**src/rtl/branch_predictor.sv**
```systemverilog
// Branch target buffer with 2-bit saturating direction counters.
// Fetch looks up the current PC combinationally and gets a predicted next PC.
// Execute writes resolved branch/JAL outcomes back, and this block also
// flags mispredictions, supplies the recovery PC and keeps saturating
// performance counters.
module branch_predictor #(
  parameter int ENTRIES   = 16,
  parameter int XLEN      = 32,
  parameter int CNT_WIDTH = 16
) (
  input  logic                 clk,
  input  logic                 rst,
  input  logic                 clear,
  input  logic [XLEN-1:0]      pc_f,
  output logic                 pred_taken_f,
  output logic [XLEN-1:0]      pred_next_pc_f,
  input  logic                 update_en_e,
  input  logic [XLEN-1:0]      pc_e,
  input  logic                 taken_e,
  input  logic [XLEN-1:0]      target_e,
  input  logic                 pred_taken_e,
  input  logic [XLEN-1:0]      pred_target_e,
  output logic                 mispredict_e,
  output logic [XLEN-1:0]      recover_pc_e,
  output logic [CNT_WIDTH-1:0] branch_count,
  output logic [CNT_WIDTH-1:0] mispredict_count
);

  localparam int IDX  = $clog2(ENTRIES);
  localparam int TAGW = XLEN - IDX - 2;
  localparam logic [XLEN-1:0] PC_STEP = XLEN'(4);
  localparam logic [1:0] CTR_WEAK_NT = 2'b01;
  localparam logic [1:0] CTR_WEAK_T  = 2'b10;

  logic [ENTRIES-1:0] valid;
  logic [TAGW-1:0]    tag_mem    [ENTRIES];
  logic [XLEN-1:0]    target_mem [ENTRIES];
  logic [1:0]         ctr_mem    [ENTRIES];

  logic [IDX-1:0]  idx_f;
  logic [TAGW-1:0] tag_f;
  logic [IDX-1:0]  idx_e;
  logic [TAGW-1:0] tag_e;
  logic            hit_f;
  logic            hit_e;

  // Byte-offset bits never take part in indexing or tagging.
  logic unused_pc_low;
  assign unused_pc_low = &{1'b0, pc_f[1:0], pc_e[1:0]};

  assign idx_f = pc_f[IDX+1:2];
  assign tag_f = pc_f[XLEN-1:IDX+2];
  assign idx_e = pc_e[IDX+1:2];
  assign tag_e = pc_e[XLEN-1:IDX+2];

  // Fetch-side lookup: redirect only on a valid tag hit whose counter leans taken.
  always_comb begin
    hit_f          = valid[idx_f] && (tag_mem[idx_f] == tag_f);
    pred_taken_f   = hit_f && ctr_mem[idx_f][1];
    pred_next_pc_f = pred_taken_f ? target_mem[idx_f] : (pc_f + PC_STEP);
  end

  // Execute-side check of the fetch guess and the PC to restart from.
  always_comb begin
    hit_e        = valid[idx_e] && (tag_mem[idx_e] == tag_e);
    mispredict_e = update_en_e &&
                   ((taken_e != pred_taken_e) ||
                    (taken_e && pred_taken_e && (target_e != pred_target_e)));
    recover_pc_e = taken_e ? target_e : (pc_e + PC_STEP);
  end

  // Table update: clear wins over a same-cycle update; taken misses allocate.
  always_ff @(posedge clk or posedge rst) begin
    if (rst) begin
      valid <= '0;
      for (int i = 0; i < ENTRIES; i++) begin
        tag_mem[i]    <= '0;
        target_mem[i] <= '0;
        ctr_mem[i]    <= CTR_WEAK_NT;
      end
    end else if (clear) begin
      valid <= '0;
      for (int i = 0; i < ENTRIES; i++) begin
        ctr_mem[i] <= CTR_WEAK_NT;
      end
    end else if (update_en_e) begin
      if (hit_e) begin
        if (taken_e) begin
          if (ctr_mem[idx_e] != 2'b11) begin
            ctr_mem[idx_e] <= ctr_mem[idx_e] + 2'b01;
          end
          target_mem[idx_e] <= target_e;
        end else if (ctr_mem[idx_e] != 2'b00) begin
          ctr_mem[idx_e] <= ctr_mem[idx_e] - 2'b01;
        end
      end else if (taken_e) begin
        valid[idx_e]      <= 1'b1;
        tag_mem[idx_e]    <= tag_e;
        target_mem[idx_e] <= target_e;
        ctr_mem[idx_e]    <= CTR_WEAK_T;
      end
    end
  end

  // Saturating performance counters; they stick at all-ones instead of wrapping.
  always_ff @(posedge clk or posedge rst) begin
    if (rst) begin
      branch_count     <= '0;
      mispredict_count <= '0;
    end else if (clear) begin
      branch_count     <= '0;
      mispredict_count <= '0;
    end else begin
      if (update_en_e && (branch_count != '1)) begin
        branch_count <= branch_count + CNT_WIDTH'(1);
      end
      if (mispredict_e && (mispredict_count != '1)) begin
        mispredict_count <= mispredict_count + CNT_WIDTH'(1);
      end
    end
  end

endmodule
```
**config.mk**
```make
export PLATFORM = sky130hd
export DESIGN_NAME = branch_predictor
export DESIGN_NICKNAME = d
export VERILOG_FILES = /design/src/rtl/branch_predictor.sv
export SDC_FILE = /design/constraint.sdc
export NUM_CORES = 2
export LEC_CHECK = 0
export CAP_MARGIN = 10
export CORE_AREA = 2 2 368 370
export CTS_BUF_LIST = sky130_fd_sc_hd__clkbuf_4
export DETAILED_ROUTE_END_ITERATION = 10
export DIE_AREA = 0 0 370 372
export GPL_TIMING_DRIVEN = 1
export SETUP_SLACK_MARGIN = 0.4
export SYNTH_ARGS = -nofsm -noshare
export SYNTH_HDL_FRONTEND = slang
export SYNTH_SLANG_ARGS = --single-unit
```
**constraint.sdc**
```tcl
create_clock -name clk -period 51.8 [get_ports clk]
set_input_delay 12.95 -clock clk [delete_from_list [all_inputs] [get_ports clk]]
set_output_delay 12.95 -clock clk [all_outputs]
set_load 0.01 [all_outputs]
```
==> out/qor.csv <==
stage,metric,value,unit
run_status,status,"finished, final reports clean",
final_layout,fill_cells,12200,
sta,hold_viol_final,0,
routing,wl,166000,µm
global_route,grt_pass1_vias,34900,
clocking,cts_tree,built,
floorplan,io_pins,232,
floorplan,die_y,372,µm
yosys,syn_nets,3761,
yosys,async_flop_share,1.00,
critical_path,cp.required,38.85,ns
yosys,ys.flop_type,dfrtp_1,
yosys,ys_types,68,
global_route,antenna_found_initial,6,
clocking,clkTransAtPathRegs,0.06,ns
yosys,synthSimpleGateAreaFrac,0.0423,
floorplan,die_area,138000,µm²
clocking,insertion_delay,1.28,ns
critical_path,crit_arrival,18.23,ns
final_layout,multiInputGateArea,26100,µm²
routing,wire_per_inst,28.3,µm
floorplan,die_w,370,µm
clocking,cts_max_path_buffers,4,
sta,final_max_slew_viol_count,0,
power_and_ir_drop,p_sw_frac,0.275,
routing,first_pass_iters,5,
final_layout,final_core_util,0.448,
yosys,synth_compound_area_frac,0.0236,
critical_path,cp_cell_sequence,"buf_8, buf_4, buf_12, mux4_2, mux4_2, xnor2_1, nand2_1, nor4_1, nand4_1, buf_4, mux2_2, clkdlybuf4s50_1",
power_and_ir_drop,switching_power,0.000552,W
yosys,synthesis.area,53100,µm²
global_route,grt_pass1_wl,244000,µm
clocking,cts_setup_buffers,0,
sta,rsz0062_at_grt,false,
clocking,ctsHoldBuffers,0,
critical_path,worst-path-buf-inv,5,
yosys,synth_fa_ha_area_frac,0.00236,
sta,finalSetupTns,0,ns
yosys,synth_top_cell_area_share,0.467,
hold_path,min-delay-start,target_mem[161],
yosys,synth.avg_cell_area,14.7,µm²
yosys,synth.area.top_cells,"dfrtp_1 47%, mux2_2 17%, mux4_2 17%",
routing,num_vias,34300,
sta,post-route-period-util,0.602,
clocking,cts_root_buffer,clkbuf_4,
critical_path,slowest_delay,0.77,ns
placement,dpl_worst_slack,20.53,ns
critical_path,critPathMaxFanout,107,
job,cap_violations,0,
final_layout,fin_area,60100,µm²
clocking,ctsResizeCount,0,
placement,io_buffer_count,231,
sta,fmaxAchievable,32.1,MHz
yosys,ys_seq_area_frac,0.475,
power_and_ir_drop,power.share.clock,0.359,
power_and_ir_drop,combinationalPowerShare,0.171,
routing,postRouteAntennaNets,0,
critical_path,critPathCaptureType,output pin,
placement,dp_hpwl,99100,µm
yosys,ys_ff_latch,1008,
hold_path,min_path_type,flip-flop to flip-flop,
power_and_ir_drop,peakVddDrop,0.0174,mV
critical_path,cpLargestDelayFamily,buffers and inverters,
clocking,cts.htree.levels,5,
yosys,synthMuxAreaShare,0.396,
floorplan,row_count,135,
placement,placed_area,56700,µm²
yosys,synth_warnings,0,
final_layout,final_layout_size_suffix_gt1_frac,0.476,
final_layout,fin_nets,4037,
power_and_ir_drop,p_int,0.00146,W
final_layout,syn_to_final_growth,13.3,%
critical_path,crit_slowest_cell,buf_4,
routing,drt-initial-drc-count,2858,
global_route,grt_remaining_overflow,0,
critical_path,critPathLaunchType,input pin,
power_and_ir_drop,p_per_area,33.4,nW/µm²
sta,timing.final.ws_setup,20.62,ns
sta,setup_viol,0,
yosys,synth_edf_count,0,
sta,fin_crit,31.18,ns
critical_path,critPathKind,input pin to output pin,
yosys,synth_xor_area_frac,0.0269,
floorplan,initial_core_util,0.395,
critical_path,rr_startpoint,tag_mem[5],
power_and_ir_drop,leakage,26.9,nW
routing,vias_per_cell,5.86,
yosys,synth_top_area_cell,dfrtp_1,
global_route,grt_usage,0.242,
floorplan,fp.coreArea,134000,µm²
final_layout,regArea,25200,µm²
clocking,cts_made_buffers,301,
placement,gp_congestion,0.860,
global_route,grt_max_degree,185,
routing,drc,0,
clocking,cts_num_sinks,1008,
power_and_ir_drop,seq_power_share,0.470,
sta,fin_skew,0.110,ns
yosys,synth_top_family_by_area,multiplexers,
critical_path,critPathLaunch,pc_f[2],
sta,worstMarginPinSlew,1.15,ns
sta,maxSlewHeadroom,0.230,
yosys,synthCells,3617,
[power groups by stage]
| stage | combinational [W] | clock (W) | sequential (W) |
|---|---|---|---|
| after floorplan | 0.000254 | 0 | 0.000939 |
| after global placement | 0.000340 | 0 | 0.000953 |
| after detailed placement | 0.000346 | 0 | 0.000956 |
| after CTS | 0.000346 | 0.000744 | 0.000942 |
| after global routing | 0.000367 | 0.000788 | 0.000955 |
| final | 0.000345 | 0.000722 | 0.000944 |
[kinds of logic (layout without fill, tap and decap cells)]
group / Yosys count / count (layout)
adders and majority gates: 10 / 10
buffers and inverters: 367 / 811
and+or+nand+nor: 453 / 453
other: 0 / 15
DFF: 1008 / 1008
muxes: 1426 / 1426
AOI/OAI and AO/OA: 190 / 190
xor gates and xnor gates: 163 / 163
[area by class of cell]
cell class / count / area share
tap: 1781 / 0.0370
timing repair buffer: 317 / 0.0500
multi-input combinational: 2242 / 0.434
sequential: 1008 / 0.420
clock buffer: 430 / 0.0537
inverter: 23 / 0.00156
antenna: 15 / 0.000624
clock inverter: 41 / 0.00306
[synthesized netlist by cell type, drive strengths merged (10+ instances only)]
| library cell | n |
|---|---|
| xor2 | 91 |
| a21oi | 41 |
| dfrtp | 992 |
| mux2i | 81 |
| inv | 23 |
| or3 | 11 |
| nor2 | 138 |
| o21ai | 59 |
| and3 | 24 |
| a22oi | 12 |
| mux4 | 397 |
| nand4 | 23 |
| and2 | 11 |
| mux2 | 948 |
| nor3 | 16 |
| a21o | 17 |
| nand2 | 149 |
| nand3 | 41 |
| ha | 10 |
| xnor2 | 72 |
| a32oi | 13 |
| dfstp | 16 |
| buf | 152 |
| clkbuf | 192 |
| nor4 | 17 |
[metrics by stage]
stage	cells	power (W)	hold slack (ns)
final	5857	0.00201	0.499
after global routing	5855	0.00211	0.506
after global placement	5371	0.00129	0.482
after floorplan	3617	0.00119	0.466
after detailed placement	5371	0.00130	0.485
after CTS	5842	0.00203	0.500
[metal layers]
layer / part of all wire / vias to the layer above / GRT usage
met4: 0.029 / 4 / 0.0835
met5: 0.00016 / - / 0
met2: 0.45 / 1403 / 0.364
met1: 0.44 / 18400 / 0.343
met3: 0.081 / 336 / 0.0584
li1: - / 14200 / -
[registers in the layout (all words and copies together), names as in the netlist]
name	count
target_mem	512
tag_mem	416
ctr_mem	32
branch_count	16
mispredict_count	16
valid	16
[placed cells by master, fill, tap and decap left out, drive strengths merged, types with 5 or more instances in the layout]
cell | Yosys | layout
ha | 10 | 10
and2 | 11 | 11
nand3 | 41 | 41
or3 | 11 | 11
a221oi | 7 | 7
buf | 152 | 94
nor4 | 17 | 17
clkbuf | 192 | 431
a21o | 17 | 17
nand2 | 149 | 149
xnor2 | 72 | 72
mux2 | 948 | 948
a32oi | 13 | 13
o211ai | 6 | 6
xor2 | 91 | 91
a21oi | 41 | 41
clkdlybuf4s50 | 0 | 222
dfrtp | 992 | 992
clkinv | 0 | 36
diode | 0 | 15
dfstp | 16 | 16
and4 | 5 | 5
a22oi | 12 | 12
inv | 23 | 27
nor2b | 7 | 7
o22ai | 5 | 5
nand4 | 23 | 23
a211oi | 7 | 7
nor2 | 138 | 138
mux4 | 397 | 397
nor3 | 16 | 16
and3 | 24 | 24
o21ai | 59 | 59
mux2i | 81 | 81
[path summary, 6_finish.rpt]
kind,end,slack (ns),depth (start not counted)
max,pred_next_pc_f[15],20.62,12
min,target_mem[161],0.50,1
max reg2reg,tag_mem[313],47.07,10
min reg2reg,target_mem[161],0.50,1
max in group asynchronous,target_mem[196],36.35,5
min in group asynchronous,tag_mem[146],12.32,2
[worst reg2reg max path, cell delays in order, from the launching register on]
cell and delay (ns):
dfrtp_1 0.39, mux4_2 0.55, a22oi_1 0.28, o21ai_1 0.13, a2111oi_2 0.48, nand3_1 0.25
a2111oi_4 0.61, and3_4 0.78, nor2_4 0.34, buf_4 0.38, mux2_2 0.34
No activity file was read; power rests on OpenSTA's default activity.
